`config.mk`:
```
export PLATFORM = sky130hd
export DESIGN_NAME = uart_tx_sched
export DESIGN_NICKNAME = d
export VERILOG_FILES = /design/src/rtl/uart_sched_pkg.sv /design/src/rtl/uart_sched_rr_arb.sv /design/src/rtl/uart_tx_sched.sv
export SDC_FILE = /design/constraint.sdc
export NUM_CORES = 1
export LEC_CHECK = 0
export CAP_MARGIN = 20
export CORE_UTILIZATION = 35
export DETAILED_ROUTE_END_ITERATION = 6
export GPL_ROUTABILITY_DRIVEN = 0
export PLACE_DENSITY = 0.6
export SETUP_SLACK_MARGIN = 0.2
export SKIP_CTS_REPAIR_TIMING = 1
export SLEW_MARGIN = 10
export SYNTH_ARGS = -nofsm -noshare
export SYNTH_HDL_FRONTEND = slang
export SYNTH_SLANG_ARGS = --single-unit
```
`constraint.sdc`:
```
create_clock -name clk -period 3.5 [get_ports clk]
set_input_delay 0.7 -clock clk [delete_from_list [all_inputs] [get_ports clk]]
set_output_delay 0.7 -clock clk [all_outputs]
set_load 0.005 [all_outputs]
```
`src/rtl/uart_sched_pkg.sv`:
```
// ---------------------------------------------------------------------------
// uart_sched_pkg
// Shared definitions for the UART transmit scheduler: FSM state encoding,
// frame length constants, source id bytes, default frame header and the
// checksum helper.
// Build option: UART_SCHED_CKSUM_EN appends a checksum byte (9-byte frames);
// without it, frames are 8 bytes and no checksum logic exists.
// ---------------------------------------------------------------------------
package uart_sched_pkg;

  typedef enum logic [2:0] {
    ST_IDLE,
    ST_LOAD,
    ST_SEND,
    ST_WAIT_HI,
    ST_WAIT_LO,
    ST_NEXT
  } state_t;

  localparam int FRAME_LEN_BASE  = 8;
  localparam int FRAME_LEN_CKSUM = 9;

`ifdef UART_SCHED_CKSUM_EN
  localparam int FRAME_LEN = FRAME_LEN_CKSUM;
`else
  localparam int FRAME_LEN = FRAME_LEN_BASE;
`endif

  localparam int PAYLOAD_W = 43;

  localparam logic [7:0] SRC_ID0        = 8'h00;
  localparam logic [7:0] SRC_ID1        = 8'h01;
  localparam logic [7:0] DEFAULT_HEADER = 8'hAA;

`ifdef UART_SCHED_CKSUM_EN
  // XOR of the seven bytes following the header (source id + payload).
  function automatic logic [7:0] xorBytes(input logic [55:0] bytes);
    logic [7:0] acc;
    acc = 8'h00;
    for (int i = 0; i < 7; i++) begin
      acc = acc ^ bytes[8*i +: 8];
    end
    return acc;
  endfunction
`endif

endpackage

```
`src/rtl/uart_sched_rr_arb.sv`:
```
// ---------------------------------------------------------------------------
// uart_sched_rr_arb
// Two-way round-robin arbiter (purely combinational).
// Ports:
//   i_req      - request bits from source 0 and source 1
//   i_rr       - current priority pointer (source that wins a tie)
//   o_grant    - index of the granted source (only meaningful if |i_req)
//   o_nextRr   - pointer value to store after this grant
// ---------------------------------------------------------------------------
module uart_sched_rr_arb (
  input  logic [1:0] i_req,
  input  logic       i_rr,
  output logic       o_grant,
  output logic       o_nextRr
);

  // A tie goes to the pointer; a lone request simply wins. Either way the
  // pointer then moves to the source that was not served.
  always_comb begin
    o_grant = 1'b0;
    if (i_req == 2'b11) begin
      o_grant = i_rr;
    end else begin
      o_grant = i_req[1];
    end
    o_nextRr = ~o_grant;
  end

endmodule

```
`src/rtl/uart_tx_sched.sv`:
```
// ---------------------------------------------------------------------------
// uart_tx_sched
// Schedules position frames from two sources onto a byte-wide UART
// transmitter. Frame: HEADER, source id, 6 payload bytes (43-bit payload
// zero-extended to 48 bits, MSB first), optional checksum byte.
// Build option: UART_SCHED_CKSUM_EN adds the checksum byte (XOR of the
// source id and payload bytes).
// Ports:
//   clk, reset    - clock, asynchronous active-high reset
//   req_i         - per-source level requests, held until acked
//   pos0_i/pos1_i - 43-bit payloads for source 0 / source 1
//   ack_o         - one-cycle pulse when a source's payload is latched
//   tx_busy       - transmitter busy
//   tx_data       - byte to transmitter (holds last byte sent)
//   tx_pluse      - one-cycle transmit strobe, tx_data valid with it
//   frame_busy_o  - a frame is in progress
//   err_o         - sticky: tx_busy failed to rise within BUSY_WAIT cycles
// ---------------------------------------------------------------------------
module uart_tx_sched
  import uart_sched_pkg::*;
#(
  parameter logic [7:0] HEADER    = DEFAULT_HEADER,
  parameter int         BUSY_WAIT = 8
) (
  input  logic                 clk,
  input  logic                 reset,
  input  logic [1:0]           req_i,
  input  logic [PAYLOAD_W-1:0] pos0_i,
  input  logic [PAYLOAD_W-1:0] pos1_i,
  output logic [1:0]           ack_o,
  input  logic                 tx_busy,
  output logic [7:0]           tx_data,
  output logic                 tx_pluse,
  output logic                 frame_busy_o,
  output logic                 err_o
);

  localparam int FRAME_W = FRAME_LEN * 8;
  localparam int CNT_W   = (BUSY_WAIT > 1) ? $clog2(BUSY_WAIT) : 1;
  localparam logic [CNT_W-1:0] WAIT_LAST = CNT_W'(BUSY_WAIT - 1);
  localparam logic [3:0]       LAST_IDX  = 4'(FRAME_LEN - 1);

  state_t               r_state;
  state_t               w_nextState;
  logic                 r_rr;
  logic                 r_grant;
  logic [3:0]           r_idx;
  logic [FRAME_W-1:0]   r_frame;
  logic [CNT_W-1:0]     r_waitCnt;
  logic                 r_err;
  logic [7:0]           r_lastData;

  logic                 w_arbGrant;
  logic                 w_arbNextRr;
  logic                 w_pulse;
  logic                 w_timeout;
  logic [1:0]           w_ack;
  logic [7:0]           w_curByte;
  logic [7:0]           w_srcId;
  logic [47:0]          w_payload;
  logic [FRAME_W-1:0]   w_frameInit;

  uart_sched_rr_arb u_arb (
    .i_req    (req_i),
    .i_rr     (r_rr),
    .o_grant  (w_arbGrant),
    .o_nextRr (w_arbNextRr)
  );

  // The frame buffer shifts left after each byte, so the byte to send is
  // always the top byte.
  assign w_curByte = r_frame[FRAME_W-1 -: 8];
  assign w_srcId   = r_grant ? SRC_ID1 : SRC_ID0;
  assign w_payload = {5'b0, (r_grant ? pos1_i : pos0_i)};

`ifdef UART_SCHED_CKSUM_EN
  assign w_frameInit = {HEADER, w_srcId, w_payload, xorBytes({w_srcId, w_payload})};
`else
  assign w_frameInit = {HEADER, w_srcId, w_payload};
`endif

  // State register.
  always_ff @(posedge clk or posedge reset) begin
    if (reset) begin
      r_state <= ST_IDLE;
    end else begin
      r_state <= w_nextState;
    end
  end

  // Next-state and strobe decode. The transmit strobe and ack are decoded
  // straight from the state so they can never appear outside SEND / LOAD.
  always_comb begin
    w_nextState = r_state;
    w_pulse     = 1'b0;
    w_ack       = 2'b00;
    w_timeout   = 1'b0;
    case (r_state)
      ST_IDLE: begin
        if (|req_i) w_nextState = ST_LOAD;
      end
      ST_LOAD: begin
        w_ack       = r_grant ? 2'b10 : 2'b01;
        w_nextState = ST_SEND;
      end
      ST_SEND: begin
        if (!tx_busy) begin
          w_pulse     = 1'b1;
          w_nextState = ST_WAIT_HI;
        end
      end
      ST_WAIT_HI: begin
        if (tx_busy) begin
          w_nextState = ST_WAIT_LO;
        end else if (r_waitCnt == WAIT_LAST) begin
          w_timeout   = 1'b1;
          w_nextState = ST_WAIT_LO;
        end
      end
      ST_WAIT_LO: begin
        if (!tx_busy) w_nextState = ST_NEXT;
      end
      ST_NEXT: begin
        w_nextState = (r_idx == LAST_IDX) ? ST_IDLE : ST_SEND;
      end
      default: w_nextState = ST_IDLE;
    endcase
  end

  // Datapath: arbitration pointer, frame buffer, byte index, timeout counter,
  // sticky error and the last transmitted byte.
  always_ff @(posedge clk or posedge reset) begin
    if (reset) begin
      r_rr       <= 1'b0;
      r_grant    <= 1'b0;
      r_idx      <= 4'd0;
      r_frame    <= '0;
      r_waitCnt  <= '0;
      r_err      <= 1'b0;
      r_lastData <= 8'h00;
    end else begin
      case (r_state)
        ST_IDLE: begin
          if (|req_i) begin
            r_grant <= w_arbGrant;
            r_rr    <= w_arbNextRr;
          end
        end
        ST_LOAD: begin
          r_frame <= w_frameInit;
          r_idx   <= 4'd0;
        end
        ST_SEND: begin
          if (w_pulse) begin
            r_lastData <= w_curByte;
            r_waitCnt  <= '0;
          end
        end
        ST_WAIT_HI: begin
          if (w_timeout) begin
            r_err <= 1'b1;
          end else if (!tx_busy) begin
            r_waitCnt <= r_waitCnt + CNT_W'(1);
          end
        end
        ST_NEXT: begin
          if (r_idx != LAST_IDX) begin
            r_idx   <= r_idx + 4'd1;
            r_frame <= r_frame << 8;
          end
        end
        default: ;
      endcase
    end
  end

  assign ack_o        = w_ack;
  assign tx_pluse     = w_pulse;
  assign tx_data      = w_pulse ? w_curByte : r_lastData;
  assign frame_busy_o = (r_state != ST_IDLE);
  assign err_o        = r_err;

endmodule

```
[Word level (Yosys, flattened, before mapping)]
Index checks and enable logic that the tools add are counted.
W data, S select, Z words.
Cells by class
  bitwise gates (word level): 1
  $add $sub $neg: 2
  multiplexer cells: 26
  reduce and logical (&&, ||, !) cells: 10
  eq/ne operators: 17
Operator list (count)
  $pmux W64 S2: 1
  $mux W64: 1
  $mux W43: 1
  $mux W3: 8
  $pmux W3 S6: 1
  $ne A2 B2 Y1 const B: 7
  $eq A3 B3 Y1 const B: 3
  $mux W8: 1
  $pmux W4 S2: 1
  $reduce_and A4 Y1: 2
  $mux W1: 7
  $eq A3 B2 Y1 const B: 2
  $mux W2: 3
  $pmux W3 S2: 1
  $reduce_and A2 Y1: 3
  $add A4 B1 Y4 const B: 1
  $eq A4 B3 Y1 const B: 1
  $mux W4: 1
  $ne A4 B3 Y1 const B: 1
  $reduce_bool A2 Y1: 2
  $add A3 B1 Y3 const B: 1
  $eq A3 B1 Y1 const B: 1
  $logic_not A3 Y1: 1
  $ne A3 B3 Y1 const B: 1
  other kinds (4): 4
Word-level totals
  register bits after elaboration: 85
  word-level logic and storage cells: 64

[Longest topological paths before layout]
  depth in word-level cells: 6
  mapped depth: 6
  gate-level depth less buffers: 5

[Cells and area by module]
From an unflattened synthesis, not the netlist that was laid out.
Unflattened totals
  cell total of the unflattened synthesis: 341
  area, all modules: 4554.4 um^2
Modules (own cells, without submodules)
  uart_tx_sched: times used 1, area each 4538.1 um^2, cells an instance 338
  uart_sched_rr_arb: times used 1, area each 16.3 um^2, cells an instance 3

[Worst setup path before layout]
Ideal clock, no wire load.
  kind: input-to-output
  start: input port tx_busy
  end: output port tx_data[0]
  data required time: 2800 ps
  stages: 4
  arrival: 1718 ps
  path slack: 1082 ps
  cell sequence: or3b_4 nor2_8 buf_12 mux2_4
Between the ends
  word-level cells in the longest chain between the ends: 3
Ends and longest elaborated chain
  start, declared: RTL line uart_tx_sched.sv:31  | input logic tx_busy,
  $mux W1: RTL line uart_tx_sched.sv:107  | if (!tx_busy) begin
  $mux W1: RTL line uart_tx_sched.sv:98  | case (r_state)
  net tx_pluse: RTL line uart_tx_sched.sv:33  | output logic tx_pluse,
  $mux W8: RTL line uart_tx_sched.sv:179  | assign tx_data = w_pulse ? w_curByte : r_lastData;
  end, declared: RTL line uart_tx_sched.sv:32  | output logic [7:0] tx_data,
The timed path passes the listed nets, and every way through them passes these cells.

[Final worst setup path]
  start: input port tx_busy
  end: output port tx_data[2]
Between the ends
  word-level cells in the longest chain between the ends: 3
Ends and longest elaborated chain (RTL line)
  $mux W1: uart_tx_sched.sv:107
  $mux W1: uart_tx_sched.sv:98
  $mux W8: uart_tx_sched.sv:179
No other way between the ends.

==> results.md <==
* H-tree depth at 3
* I/O Buffers at 103
* Critical path launch point: tx_busy
* Iter 0 DRT Violations at 210
* Fin util at 49.31%
* Final hold violation count at 0
* Achievable Freq at 309.2 MHz
* Final Net Count at 562
* Post-synthesis sequential area ratio at 50.70%
* Final TNS setup at 0 ns
* HP Class: reg -> reg
* Starting Density at 36.28%
* Yosys top cell area share at 50.70%
* Violated checks: DRC
* Vias post-DR at 3294
* Status: finished with violations
* Fin area at 5703 um2
* Global route overflow at 0
* Total of max-cap violations at 0
* Worst Tran Pin Value at 0.6481 ns
* Largest net degree at the start of global routing at 62
* Total track usage at 16.21%
* Syn. warnings at 0
* Drt drc at 4
* Reg-to-reg startpoint: r_state[0]
* CP arrival at 2.53 ns
* RSZ-0062 raised after global routing: yes
* Critical R2R Capture: r_frame[46]
* Die width at 111.5 um
* Cell area power density at 748.5 nW/um2
* Inserted Clock Buffers at 9
* Drt via density at 5.347
* ANT cells at 0
* Clk_lat worst skew at 0.33 ns
* Final cell count without fillers at 616
* Leak at 2.352 nW
* Synthesized area at 4195 um2
* TritonCTS clock tree: done
* Core ar. at 11560 um2
* Row cnt at 39
* Setup Crit Path Kind: in -> out
* Count of cell types in the netlist at 37
* Met1 Usage GRT at 23.53%
* Detailed Routing Iterations Pass 1 at 6
* DIE HEIGHT at 111.5 um
* Fin crit share at 92.41%
* Slew HR at 56.34%
* IO Pins at 104
* HPWL after DPL at 6389 um
* Met3 Use GR at 2.776%
* Synth area leader: dfrtp_1
* Final setup viols at 0
* Grt met2 use at 24.79%
* VDD IR max at 0.0002922 V
* Post-synth net total at 466
* Max Fanout on Critical Path at 5
* Final worst clock skew at 0.006138 ns
* Mapped Cells at 372
* Initial antenna violation count at 0
* Clock Sink Count at 85
* Final worst slack at 0.2655 ns
* CP Launch Type: primary input
* Critical path required time at 2.80 ns
* First-pass GRT wire length at 16210 um
* Cells on worst reg2reg path at 4
* Routed WL at 9790 um
* Placed cell areas at 5303 um2
* Yosys reg bits at 85
* Area contributors post-synth: dfrtp_1 51%, mux2_2 12%, o21ai_0 8.6%, o22ai_1 5.5%, a22o_1 3.8%
* Routed wire per std cell at 15.89 um
* Area Overhead vs Synth at 35.94%
* Clock transition at path regs at 0.06 ns
* Reg-to-reg slack, setup at 1.23 ns
* Critical Path Sink: tx_data[2]
* Dpl ws at 0.1449 ns
* CP Capture Type: output port
* Max-slew violations at 0
* Vias in the first global route at 3234
* Placed cells at 592
* Final ANT Viol Nets at 0
* Die Area at 12430 um2
* Clock Root Buffer: clkbuf_16
* GR peak layer: met2
* Clk buf depth at 2
* Post-layout min period at 3.235 ns
* Layout cell share with drive strength beyond 1 at 19.03%
* Syn avg cell area at 11.28 um2
## report_power, final
group          switching (mW)  internal, mW  total (mW)
Clock                   0.377         0.614       0.991
Sequential              0.258          1.36        1.62
Combinational           0.816         0.843        1.66
Total                    1.45          2.82        4.27
## how the worst min path moves through the flow
stage | depth (start not counted) | slack (ns) | start | end
floorplan | 1 | 0.45 | r_rr | r_rr
global placement | 1 | 0.46 | r_rr | r_rr
detailed placement | 1 | 0.47 | err_o | err_o
CTS | 1 | 0.49 | err_o | err_o
global route | 1 | 0.50 | r_frame[5] | r_frame[5]
finish | 1 | 0.49 | err_o | err_o
## stage by stage
stage / hold slack, ns / power, mW
after floorplan: 0.4475 / 2.780
after global placement: 0.4649 / 3.187
after detailed placement: 0.4718 / 3.234
after CTS: 0.4895 / 4.237
after global routing: 0.4998 / 4.580
final: 0.4851 / 4.269
## layer usage
| metal | wire length, um | share of wire (%) |
|---|---|---|
| met5 | 0 | 0 |
| met4 | 78 | 0.80 |
| met3 | 458 | 4.7 |
| met2 | 4556 | 47 |
| met1 | 4697 | 48 |
## worst max-delay path: stages
cell	delay, ns
clkdlybuf4s50_1	0.43
or3b_4	0.46
nor2_4	0.19
mux2_4	0.31
clkdlybuf4s50_1	0.44
## cell usage after synthesis
cell	n
and3_1	1
dfrtp_1	85
o21ai_1	8
mux2_2	43
and4b_1	1
a31o_2	1
buf_4	2
nor2_8	1
o21a_1	1
nor3b_1	1
nand2_1	8
or3b_4	1
buf_6	1
inv_1	4
a22o_1	18
mux2_4	9
o22a_1	4
ha_1	3
or3_1	2
clkbuf_1	15
and2b_1	1
a21oi_1	5
mux2i_1	9
a22oi_1	1
buf_2	14
and3b_1	1
a21bo_2	1
nor2_1	5
nand2b_1	3
o22ai_1	37
o21bai_1	1
o21ai_0	72
nor3_1	1
o2bb2ai_1	8
a31oi_1	1
buf_12	1
nand3_1	2
## registers in the layout (all words and copies together), names as in the netlist
register	count
r_waitCnt	3
r_frame	64
r_grant	1
r_idx	4
err_o	1
r_rr	1
r_state	3
r_lastData	8
## logic make-up (layout without fill, tap and decap cells)
family,Yosys count,after routing,share of synthesized area [%]
and+or+nand+nor,28,29,3.967
AOI/OAI and AO/OA,158,158,23.05
muxes,61,61,16.91
DFF,85,85,50.70
buffers and inverters,37,137,4.473
adders and majority gates,3,3,0.8948
## cells in the final DEF, fill, tap and decap left out, types with 2 or more instances in the layout
cell type / Yosys / routed
a21oi_1: 5 / 5
o22a_1: 4 / 4
inv_1: 4 / 3
o21ai_0: 72 / 72
nor2_1: 5 / 5
buf_4: 2 / 11
o2bb2ai_1: 8 / 8
clkbuf_16: 0 / 9
clkdlybuf4s50_1: 0 / 102
ha_1: 3 / 3
dfrtp_1: 85 / 84
nand2_1: 8 / 8
clkbuf_8: 0 / 3
a22o_1: 18 / 18
o21ai_1: 8 / 8
mux2_2: 43 / 43
mux2_4: 9 / 9
clkinv_4: 0 / 2
or3_1: 2 / 2
nand2b_1: 3 / 2
o22ai_1: 37 / 37
buf_12: 1 / 2
mux2i_1: 9 / 9
nand3_1: 2 / 2
## area by class of cell
class	instances	area [um2]
timing repair buffer	117	1164
multi-input combinational	251	1894
sequential	85	2128
clock inverter	4	55.05
fill	1030	5862
tap	143	178.9
clock buffer	12	266.5
inverter	4	16.27
Power figures use the tool's default switching activity.
